===== src/rtl/debounce_multi.sv =====
// debounce_multi: N-channel pushbutton debouncer with a shared sample-tick prescaler.
// Define DEBOUNCE_REPEAT_EN to add auto-repeat press pulses on held buttons.
module debounce_multi #(
  parameter int N_CH         = 4,
  parameter int TICK_DIV     = 1000000,
  parameter int STABLE_TICKS = 4,
  parameter int ACTIVE_LOW   = 1,
  parameter int REPEAT_DELAY = 50,
  parameter int REPEAT_RATE  = 10
) (
  input  logic            clock,
  input  logic            reset,
  input  logic [N_CH-1:0] pb,
  output logic [N_CH-1:0] pb_level,
  output logic [N_CH-1:0] pb_press,
  output logic [N_CH-1:0] pb_release,
  output logic [N_CH-1:0] pb_repeat,
  output logic            tick
);

  localparam int DIV_W = (TICK_DIV > 1) ? $clog2(TICK_DIV) : 1;
  localparam int CNT_W = $clog2(STABLE_TICKS + 1);
  localparam logic [DIV_W-1:0] DIV_LAST = DIV_W'(TICK_DIV - 1);
  localparam logic [CNT_W-1:0] CNT_LAST = CNT_W'(STABLE_TICKS - 1);
  localparam logic [N_CH-1:0]  POL_MASK = (ACTIVE_LOW != 0) ? {N_CH{1'b1}} : {N_CH{1'b0}};

  if (N_CH < 1 || TICK_DIV < 1 || STABLE_TICKS < 1 || REPEAT_DELAY < 1 || REPEAT_RATE < 1) begin : g_bad_params
    $error("debounce_multi: all parameters must be >= 1");
  end

  logic [N_CH-1:0]  sync_meta_r;
  logic [N_CH-1:0]  sync_r;
  logic [DIV_W-1:0] div_r;
  logic             tick_en_s;
  logic [N_CH-1:0]  sample_s;
  logic [CNT_W-1:0] cnt_r     [N_CH];
  logic [CNT_W-1:0] cnt_nxt_s [N_CH];
  logic [N_CH-1:0]  level_nxt_s;
  logic [N_CH-1:0]  commit_press_s;
  logic [N_CH-1:0]  commit_release_s;
  logic [N_CH-1:0]  press_all_s;

  assign tick_en_s = (div_r == DIV_LAST);
  assign sample_s  = sync_r ^ POL_MASK;

  // Synchroniser, prescaler and exported tick (tick is aligned with the output pulses).
  always_ff @(posedge clock) begin
    if (reset) begin
      sync_meta_r <= {N_CH{1'b0}};
      sync_r      <= {N_CH{1'b0}};
      div_r       <= {DIV_W{1'b0}};
      tick        <= 1'b0;
    end else begin
      sync_meta_r <= pb;
      sync_r      <= sync_meta_r;
      div_r       <= tick_en_s ? {DIV_W{1'b0}} : div_r + DIV_W'(1);
      tick        <= tick_en_s;
    end
  end

  // Per-channel stability counting; a matching sample always restarts the count.
  always_comb begin
    cnt_nxt_s        = cnt_r;
    level_nxt_s      = pb_level;
    commit_press_s   = {N_CH{1'b0}};
    commit_release_s = {N_CH{1'b0}};
    for (int i = 0; i < N_CH; i++) begin
      if (!tick_en_s) begin
        cnt_nxt_s[i] = cnt_r[i];
      end else if (sample_s[i] == pb_level[i]) begin
        cnt_nxt_s[i] = {CNT_W{1'b0}};
      end else if (cnt_r[i] == CNT_LAST) begin
        cnt_nxt_s[i]        = {CNT_W{1'b0}};
        level_nxt_s[i]      = sample_s[i];
        commit_press_s[i]   = sample_s[i];
        commit_release_s[i] = ~sample_s[i];
      end else begin
        cnt_nxt_s[i] = cnt_r[i] + CNT_W'(1);
      end
    end
  end

  // Debounced level, pulse outputs and stability counters.
  always_ff @(posedge clock) begin
    if (reset) begin
      pb_level   <= {N_CH{1'b0}};
      pb_press   <= {N_CH{1'b0}};
      pb_release <= {N_CH{1'b0}};
      for (int i = 0; i < N_CH; i++) begin
        cnt_r[i] <= {CNT_W{1'b0}};
      end
    end else begin
      pb_level   <= level_nxt_s;
      pb_press   <= press_all_s;
      pb_release <= commit_release_s;
      for (int i = 0; i < N_CH; i++) begin
        cnt_r[i] <= cnt_nxt_s[i];
      end
    end
  end

`ifdef DEBOUNCE_REPEAT_EN
  localparam int REP_MAX = (REPEAT_DELAY > REPEAT_RATE) ? REPEAT_DELAY : REPEAT_RATE;
  localparam int REP_W   = $clog2(REP_MAX + 1);
  localparam logic [REP_W-1:0] REP_DELAY_LAST = REP_W'(REPEAT_DELAY - 1);
  localparam logic [REP_W-1:0] REP_RATE_LAST  = REP_W'(REPEAT_RATE - 1);

  logic [REP_W-1:0] rep_cnt_r     [N_CH];
  logic [REP_W-1:0] rep_cnt_nxt_s [N_CH];
  logic [N_CH-1:0]  rep_phase_r;
  logic [N_CH-1:0]  rep_phase_nxt_s;
  logic [N_CH-1:0]  repeat_nxt_s;

  // Hold timer: first pulse after the delay, then one every rate period; none on the release tick.
  always_comb begin
    rep_cnt_nxt_s   = rep_cnt_r;
    rep_phase_nxt_s = rep_phase_r;
    repeat_nxt_s    = {N_CH{1'b0}};
    for (int i = 0; i < N_CH; i++) begin
      if (!pb_level[i]) begin
        rep_cnt_nxt_s[i]   = {REP_W{1'b0}};
        rep_phase_nxt_s[i] = 1'b0;
      end else if (tick_en_s && !commit_release_s[i]) begin
        if (!rep_phase_r[i] && rep_cnt_r[i] == REP_DELAY_LAST) begin
          repeat_nxt_s[i]    = 1'b1;
          rep_cnt_nxt_s[i]   = {REP_W{1'b0}};
          rep_phase_nxt_s[i] = 1'b1;
        end else if (rep_phase_r[i] && rep_cnt_r[i] == REP_RATE_LAST) begin
          repeat_nxt_s[i]  = 1'b1;
          rep_cnt_nxt_s[i] = {REP_W{1'b0}};
        end else begin
          rep_cnt_nxt_s[i] = rep_cnt_r[i] + REP_W'(1);
        end
      end else begin
        rep_cnt_nxt_s[i] = rep_cnt_r[i];
      end
    end
  end

  // Repeat counters and repeat pulse register.
  always_ff @(posedge clock) begin
    if (reset) begin
      rep_phase_r <= {N_CH{1'b0}};
      pb_repeat   <= {N_CH{1'b0}};
      for (int i = 0; i < N_CH; i++) begin
        rep_cnt_r[i] <= {REP_W{1'b0}};
      end
    end else begin
      rep_phase_r <= rep_phase_nxt_s;
      pb_repeat   <= repeat_nxt_s;
      for (int i = 0; i < N_CH; i++) begin
        rep_cnt_r[i] <= rep_cnt_nxt_s[i];
      end
    end
  end

  assign press_all_s = commit_press_s | repeat_nxt_s;
`else
  assign pb_repeat   = {N_CH{1'b0}};
  assign press_all_s = commit_press_s;
`endif

endmodule


===== config.mk =====
export PLATFORM = sky130hd
export DESIGN_NAME = debounce_multi
export DESIGN_NICKNAME = d
export VERILOG_FILES = /design/src/rtl/debounce_multi.sv
export SDC_FILE = /design/constraint.sdc
export NUM_CORES = 1
export LEC_CHECK = 0
export CORE_UTILIZATION = 50
export DETAILED_ROUTE_END_ITERATION = 10
export PLACE_DENSITY = 0.76
export SLEW_MARGIN = 20
export SYNTH_ARGS = -nofsm -noshare
export SYNTH_HDL_FRONTEND = slang
export SYNTH_SLANG_ARGS = --single-unit

===== constraint.sdc =====
create_clock -name clock -period 1.84 [get_ports clock]
set_input_delay 0.368 -clock clock [delete_from_list [all_inputs] [get_ports clock]]
set_output_delay 0.368 -clock clock [all_outputs]
set_load 0.05 [all_outputs]

==> results.sh, run 1 <==
export IMPL_status="completed"
export IMPL_yosys_cell_types_count=37
export IMPL_dp_hpwl_um=2970
export IMPL_cp_required_ps=2090
export IMPL_nNetsFinal=284
export IMPL_port_buffers=18
export IMPL_hold_buffers=0
export IMPL_drive_above_1_share=0.190
export IMPL_nFillCells=356
export IMPL_die_h_um=68.1
export IMPL_yosys_area_top_type="dfxtp_1"
export IMPL_regArea_mm2=0.00107
export IMPL_critical_path_buf_inv_count=0
export IMPL_fp_coreArea_mm2=0.00409
export IMPL_cp_max_fo=6
export IMPL_r2r_end="div_r[17]"
export IMPL_diodes=0
export IMPL_start_util=0.535
export IMPL_whs_ps=440
export IMPL_arrival_ps=2050
export IMPL_io_pins=23
export IMPL_synth_most_common_cell="dfxtp_1"
export IMPL_synthArstFlopShare=0
export IMPL_synth_top_family_by_area="simple AND/OR/NAND/NOR gates"
export IMPL_grt_usage=0.215
export IMPL_criticalPathCategory="flip-flop to flip-flop"
export IMPL_slowest_stage="or4_4"
export IMPL_antenna_found_initial=0
export IMPL_wl_um=4420
export IMPL_placed_area_mm2=0.00251
export IMPL_slew_headroom=0.659
export IMPL_cp_top_family="simple AND/OR/NAND/NOR gates"
export IMPL_grt_max_degree=21
export IMPL_synthMuxAreaShare=0
export IMPL_yosys_area_share_simple=0.263
export IMPL_synth_top_area_share=0.485
export IMPL_synth_warnings=0
export IMPL_synthCells=239
export IMPL_cp_cell_sequence="nand3_4 -> or4_4 -> or4b_1 -> a21oi_1"
export IMPL_synthAdderAreaFrac=0.0286
export IMPL_r2r_start="div_r[3]"
export IMPL_clock_latency_ps=320
export IMPL_min_from="sync_meta_r[2]"
export IMPL_clock_sinks=53
export IMPL_dieArea_mm2=0.00464
export IMPL_multi_input_comb_area_mm2=0.00106
export IMPL_drt_pass1_iterations=4
export IMPL_clk_pin_slew_worst_paths_ps=90
export IMPL_hold_path_cell_count=1
export IMPL_end_kind="flip-flop"
export IMPL_ys_seq_area_frac=0.485
export IMPL_routedWlPerCell_um=13.6
export IMPL_syn_to_final_growth_pct=21.3
export IMPL_drc=0
export IMPL_start_kind="flip-flop"
export IMPL_final_hold_viol_count=0
export IMPL_h_tree_depth=2
export IMPL_synth_xor_area_share=0.0601
export IMPL_max_stage_delay_ps=580
export IMPL_synth_compound_area_frac=0.118
export IMPL_die_w_um=68.1
export IMPL_finalMaxSlewViolations=0
export IMPL_synthFlopType="dfxtp_1"
export IMPL_fin_area_mm2=0.00265
export IMPL_grt_pass1_wl_um=7370
export IMPL_fmax_mhz=554
export IMPL_avgViaCountPerCell=5.56
export IMPL_synthesis_area_mm2=0.00219
export IMPL_crit_start="div_r[3]"
export IMPL_setup_viol=0
export IMPL_regToRegSetupSlack_ps=40
export IMPL_ff2ff_path_depth=4
export IMPL_ys_top_cells_by_count="53 x dfxtp_1, 22 x nor2_1, 15 x a21oi_1, 15 x o21ai_0, 12 x nor2b_1"
export IMPL_skew_ps=9.51
export IMPL_worst_pin_slew_ps=511
export IMPL_fin_crit_sh=0.981
export IMPL_clock_path_buffers=2
export IMPL_hold_end="sync_r[2]"
export IMPL_gp_congestion=0.808
export IMPL_ys_ff_latch=53
export IMPL_cts_tree="built"
export IMPL_min_period_ps=1800
export IMPL_vias=1801
export IMPL_synth_edff_count=0
export IMPL_synth_area_top_cells="dfxtp_1 49%, nor2_1 3.8%, xor2_1 3.6%"
export IMPL_grt_pass1_vias=1621
export IMPL_power_density_mw_per_mm2=716
export IMPL_ant_nets=0
export IMPL_irDropWorstVdd_mv=0.447
export IMPL_postSynthAreaPerCell_um2=9.15
export IMPL_hp_class="flip-flop to flip-flop"
export IMPL_clock_root_buffer="clkbuf_8"
export IMPL_rows=23
export IMPL_cts_buffers=5
export IMPL_leakage_nw=1.07
export IMPL_drtIter0Drc=186
export IMPL_maxCapViolations=0
export IMPL_overflow=0
==> logic make-up (layout without fill, tap and decap cells) <==
logic type	count (synthesis)	after routing
xor+xnor	15	15
buf+inv	21	53
fa+ha+maj	5	5
flops	53	53
simple gates	101	101
other cells	1	4
compound gates	43	43
==> repair_timing <==
action / 4_1_cts / 5_1_grt
setup endpoints to repair: 3 / 41
pin swaps: 0 / 3
buffers inserted: 0 / 1
resized for setup: 2 / 17
==> area by class of cell <==
class | count | share of cell area
Sequential cell | 53 | 0.404
Multi-Input combinational cell | 168 | 0.401
Timing Repair Buffer | 39 | 0.130
Clock buffer | 5 | 0.0259
Tap cell | 50 | 0.0236
Inverter | 6 | 0.00849
Clock inverter | 3 | 0.00660
==> worst max path at each step <==
stage / end / slack (ps) / cells past startpoint
CTS: pb_level[3] / -2 / 6
global route: div_r[17] / -20 / 4
global placement: div_r[18] / 40 / 5
floorplan: div_r[18] / 3 / 6
finish: div_r[17] / 40 / 4
detailed placement: div_r[18] / -20 / 5
==> layout by cell type, fill, tap and decap left out, types with 2 or more instances in the layout <==
cell,count
o21ai_0,14
clkdlybuf4s50_1,7
nand2_1,10
conb_1,4
a311oi_1,4
clkinv_2,2
nor4_1,8
a21oi_1,15
nand3_2,2
ha_1,4
clkbuf_8,5
and4_1,2
nor3_1,7
xor2_1,9
nand3_1,9
inv_1,6
or4_4,2
nand4b_1,3
nand2b_1,4
o311a_1,4
xnor2_1,6
a31oi_1,4
nor2b_1,12
nand4_1,8
dfxtp_2,9
dlymetal6s2s_1,7
buf_4,25
nor2_1,21
dfxtp_1,44
or3_1,2
==> per-layer routing <==
layer  vias to the layer above  wire [um]  part of all wire  global-route usage
met5                         -          0                 0                   0
met2                        34       2030              0.46               0.350
met3                         7        167             0.038              0.0500
li1                        913          -                 -                   -
met1                       847       2150              0.49               0.270
met4                         0         70             0.016              0.0885
==> state kept, by name, indices dropped and copies added (netlist names) <==
name and flops:
div_r 20, cnt_r 12, pb_level 4, pb_press 4, pb_release 4, sync_meta_r 4, sync_r 4, tick 1
==> power breakdown <==
part / internal, mW / total, mW / leakage [nW] / switching, mW
Sequential: 1.16 / 1.17 / 0.433 / 0.0111
Combinational: 0.0294 / 0.0794 / 0.596 / 0.0500
Clock: 0.263 / 0.648 / 0.0439 / 0.385
Total: 1.45 / 1.90 / 1.07 / 0.446
==> stage by stage <==
stage | instances | power (mW) | TNS, ps | worst slack, ps | util
after floorplan | 242 | 1.25 | 0 | 2.73 | -
after global placement | 315 | 1.28 | 0 | 44.3 | 0.615
final | 324 | 1.90 | 0 | 35.3 | 0.649
after CTS | 323 | 1.91 | -2.27 | -2.27 | 0.638
after detailed placement | 315 | 1.28 | -21.7 | -21.7 | 0.615
after global routing | 324 | 1.98 | -18.5 | -18.5 | 0.649
Power figures use the tool's default switching activity.
==> run 2, diff against run 1 <==
- PLACE_DENSITY: 0.76 -> default
- PLACE_DENSITY_LB_ADDON: default -> 0.3
==> run 2 against run 1 <==
Effect of this change: clock power up 4.0%; critical endpoint is now pb_release[1]; highest routed layer unchanged; combinational power about the same; first-iteration DRC count down 34%; final cell count up 2.2%; total power up 1.4%.
==> results.sh, run 2 (synthesis results as in run 1) <==
export IMPL_grt_max_degree=21
export IMPL_mostFrequentLayoutCell="dfxtp_1"
export IMPL_regMostFlops="div_r"
export IMPL_largest_reg_flops=20
export IMPL_cp_top_family="buffers and inverters"
export IMPL_slowest_stage="clkdlybuf4s50_1"
export IMPL_maxCapViolations=0
export IMPL_grt_pass1_vias=1592
export IMPL_worst_slack_ps=61.5
export IMPL_finalMaxSlewViolations=0
export IMPL_grt_usage=0.207
export IMPL_fmax_mhz=562
export IMPL_ant_nets=0
export IMPL_syn_to_final_growth_pct=24.7
export IMPL_fin_crit_sh=0.967
export IMPL_power_density_mw_per_mm2=707
export IMPL_rows=23
export IMPL_clock_sinks=53
export IMPL_setup_viol=0
export IMPL_slew_headroom=0.656
export IMPL_whs_ps=443
export IMPL_overflow=0
export IMPL_final_cell_mix="43 x dfxtp_1, 32 x buf_4, 21 x nor2_1"
export IMPL_irDropWorstVdd_mv=0.684
export IMPL_min_period_ps=1780
export IMPL_grt_pass1_wl_um=7150
export IMPL_max_stage_delay_ps=790
export IMPL_avgViaCountPerCell=5.47
export IMPL_critical_path_buf_inv_count=1
export IMPL_drtIter0Drc=123
export IMPL_cp_cell_sequence="clkdlybuf4s50_1"
export IMPL_die_h_um=68.1
export IMPL_fp_coreArea_mm2=0.00409
export IMPL_gp_congestion=0.764
export IMPL_h_tree_depth=2
export IMPL_met2WireLength_um=1980
export IMPL_cp_required_ps=1470
export IMPL_m1WireLength_um=2100
export IMPL_reg_largest_list="div_r: 20 flops, cnt_r: 12 flops"
export IMPL_arrival_ps=1410
export IMPL_dieArea_mm2=0.00464
export IMPL_r2r_start="div_r[6]"
export IMPL_clock_latency_ps=310
export IMPL_final_hold_viol_count=0
export IMPL_clock_path_buffers=2
export IMPL_leakage_nw=1.11
export IMPL_hp_class="flip-flop to flip-flop"
export IMPL_drt_pass1_iterations=4
export IMPL_worst_pin_slew_ps=515
export IMPL_wl_um=4290
export IMPL_clock_root_buffer="clkbuf_8"
export IMPL_die_w_um=68.1
export IMPL_start_util=0.535
export IMPL_highest_layer="met4"
export IMPL_wl_met3_um=137
export IMPL_dp_hpwl_um=2910
export IMPL_cts_buffers=5
export IMPL_antenna_found_initial=0
export IMPL_crit_start="pb_release[1]"
export IMPL_nFillCells=324
export IMPL_end_kind="primary output"
export IMPL_dpl_worst_slack_ps=-17.0
export IMPL_min_from="sync_meta_r[1]"
export IMPL_vias=1809
export IMPL_diodes=0
export IMPL_io_pins=23
export IMPL_start_kind="flip-flop"
export IMPL_cts_tree="built"
export IMPL_routedWlPerCell_um=13.0
export IMPL_status="completed"
export IMPL_clk_pin_slew_worst_paths_ps=90
export IMPL_skew_ps=11.4
export IMPL_port_buffers=18
export IMPL_nNetsFinal=291
export IMPL_cp_max_fo=1
export IMPL_hold_buffers=0
export IMPL_drive_above_1_share=0.221
export IMPL_drc=0
export IMPL_criticalPathCategory="flip-flop to primary output"
## run 2: cell types whose count changed in the layout (fill, tap and decap cells not counted), sizes merged
| cell | before | now |
|---|---|---|
| clkinvlp | 1 | 0 |
| buf | 25 | 32 |
| clkbuf | 5 | 6 |
## run 2: through the flow
step	total power, mW	TNS (ps)	cell area [um^2]	utilization	cells
CTS	1.95	0	2640	0.647	327
floorplan	1.25	0	2200	-	242
detailed placement	1.28	-17.0	2540	0.622	319
finish	1.93	0	2730	0.667	331
global placement	1.28	0	2540	0.622	319
global route	2.00	-7.70	2730	0.667	331
## run 2: routing by layer
metal  global-route usage  vias to the layer above
met5                    0                        -
met4               0.0781                        0
met3               0.0550                        5
met2                0.321                       33
met1                0.274                      841
li1                     -                      930
## run 2: cell type report
class / instances / area [um^2] / share of cell area
well taps: 50 / 62.6 / 0.0229
clock buffers: 6 / 82.6 / 0.0303
multi-input cells: 168 / 1070 / 0.394
inverters: 6 / 22.5 / 0.00826
repair buffers: 46 / 398 / 0.146
clock inverters: 2 / 13.8 / 0.00505
flip-flops and latches: 53 / 1070 / 0.394
## run 2: path summary, 6_finish.rpt
kind | to | slack [ps] | cells after the start
hold reg to reg | sync_r[1] | 440 | 1
setup reg to reg | div_r[17] | 70 | 4
hold / removal | sync_r[1] | 440 | 1
setup / recovery | pb_release[1] | 60 | 1
## run 2: what timing repair did
item | 4_1_cts | 5_1_grt
endpoints found under the setup margin | 1 | 40
resized for setup | 1 | 21
pin swaps | 0 | 3
buffers inserted | 0 | 4
## run 2: report_power, final
group	switching, mW	internal (mW)
combinational	0.0492	0.0303
sequential	0.0119	1.16
clock	0.369	0.305
total	0.430	1.50
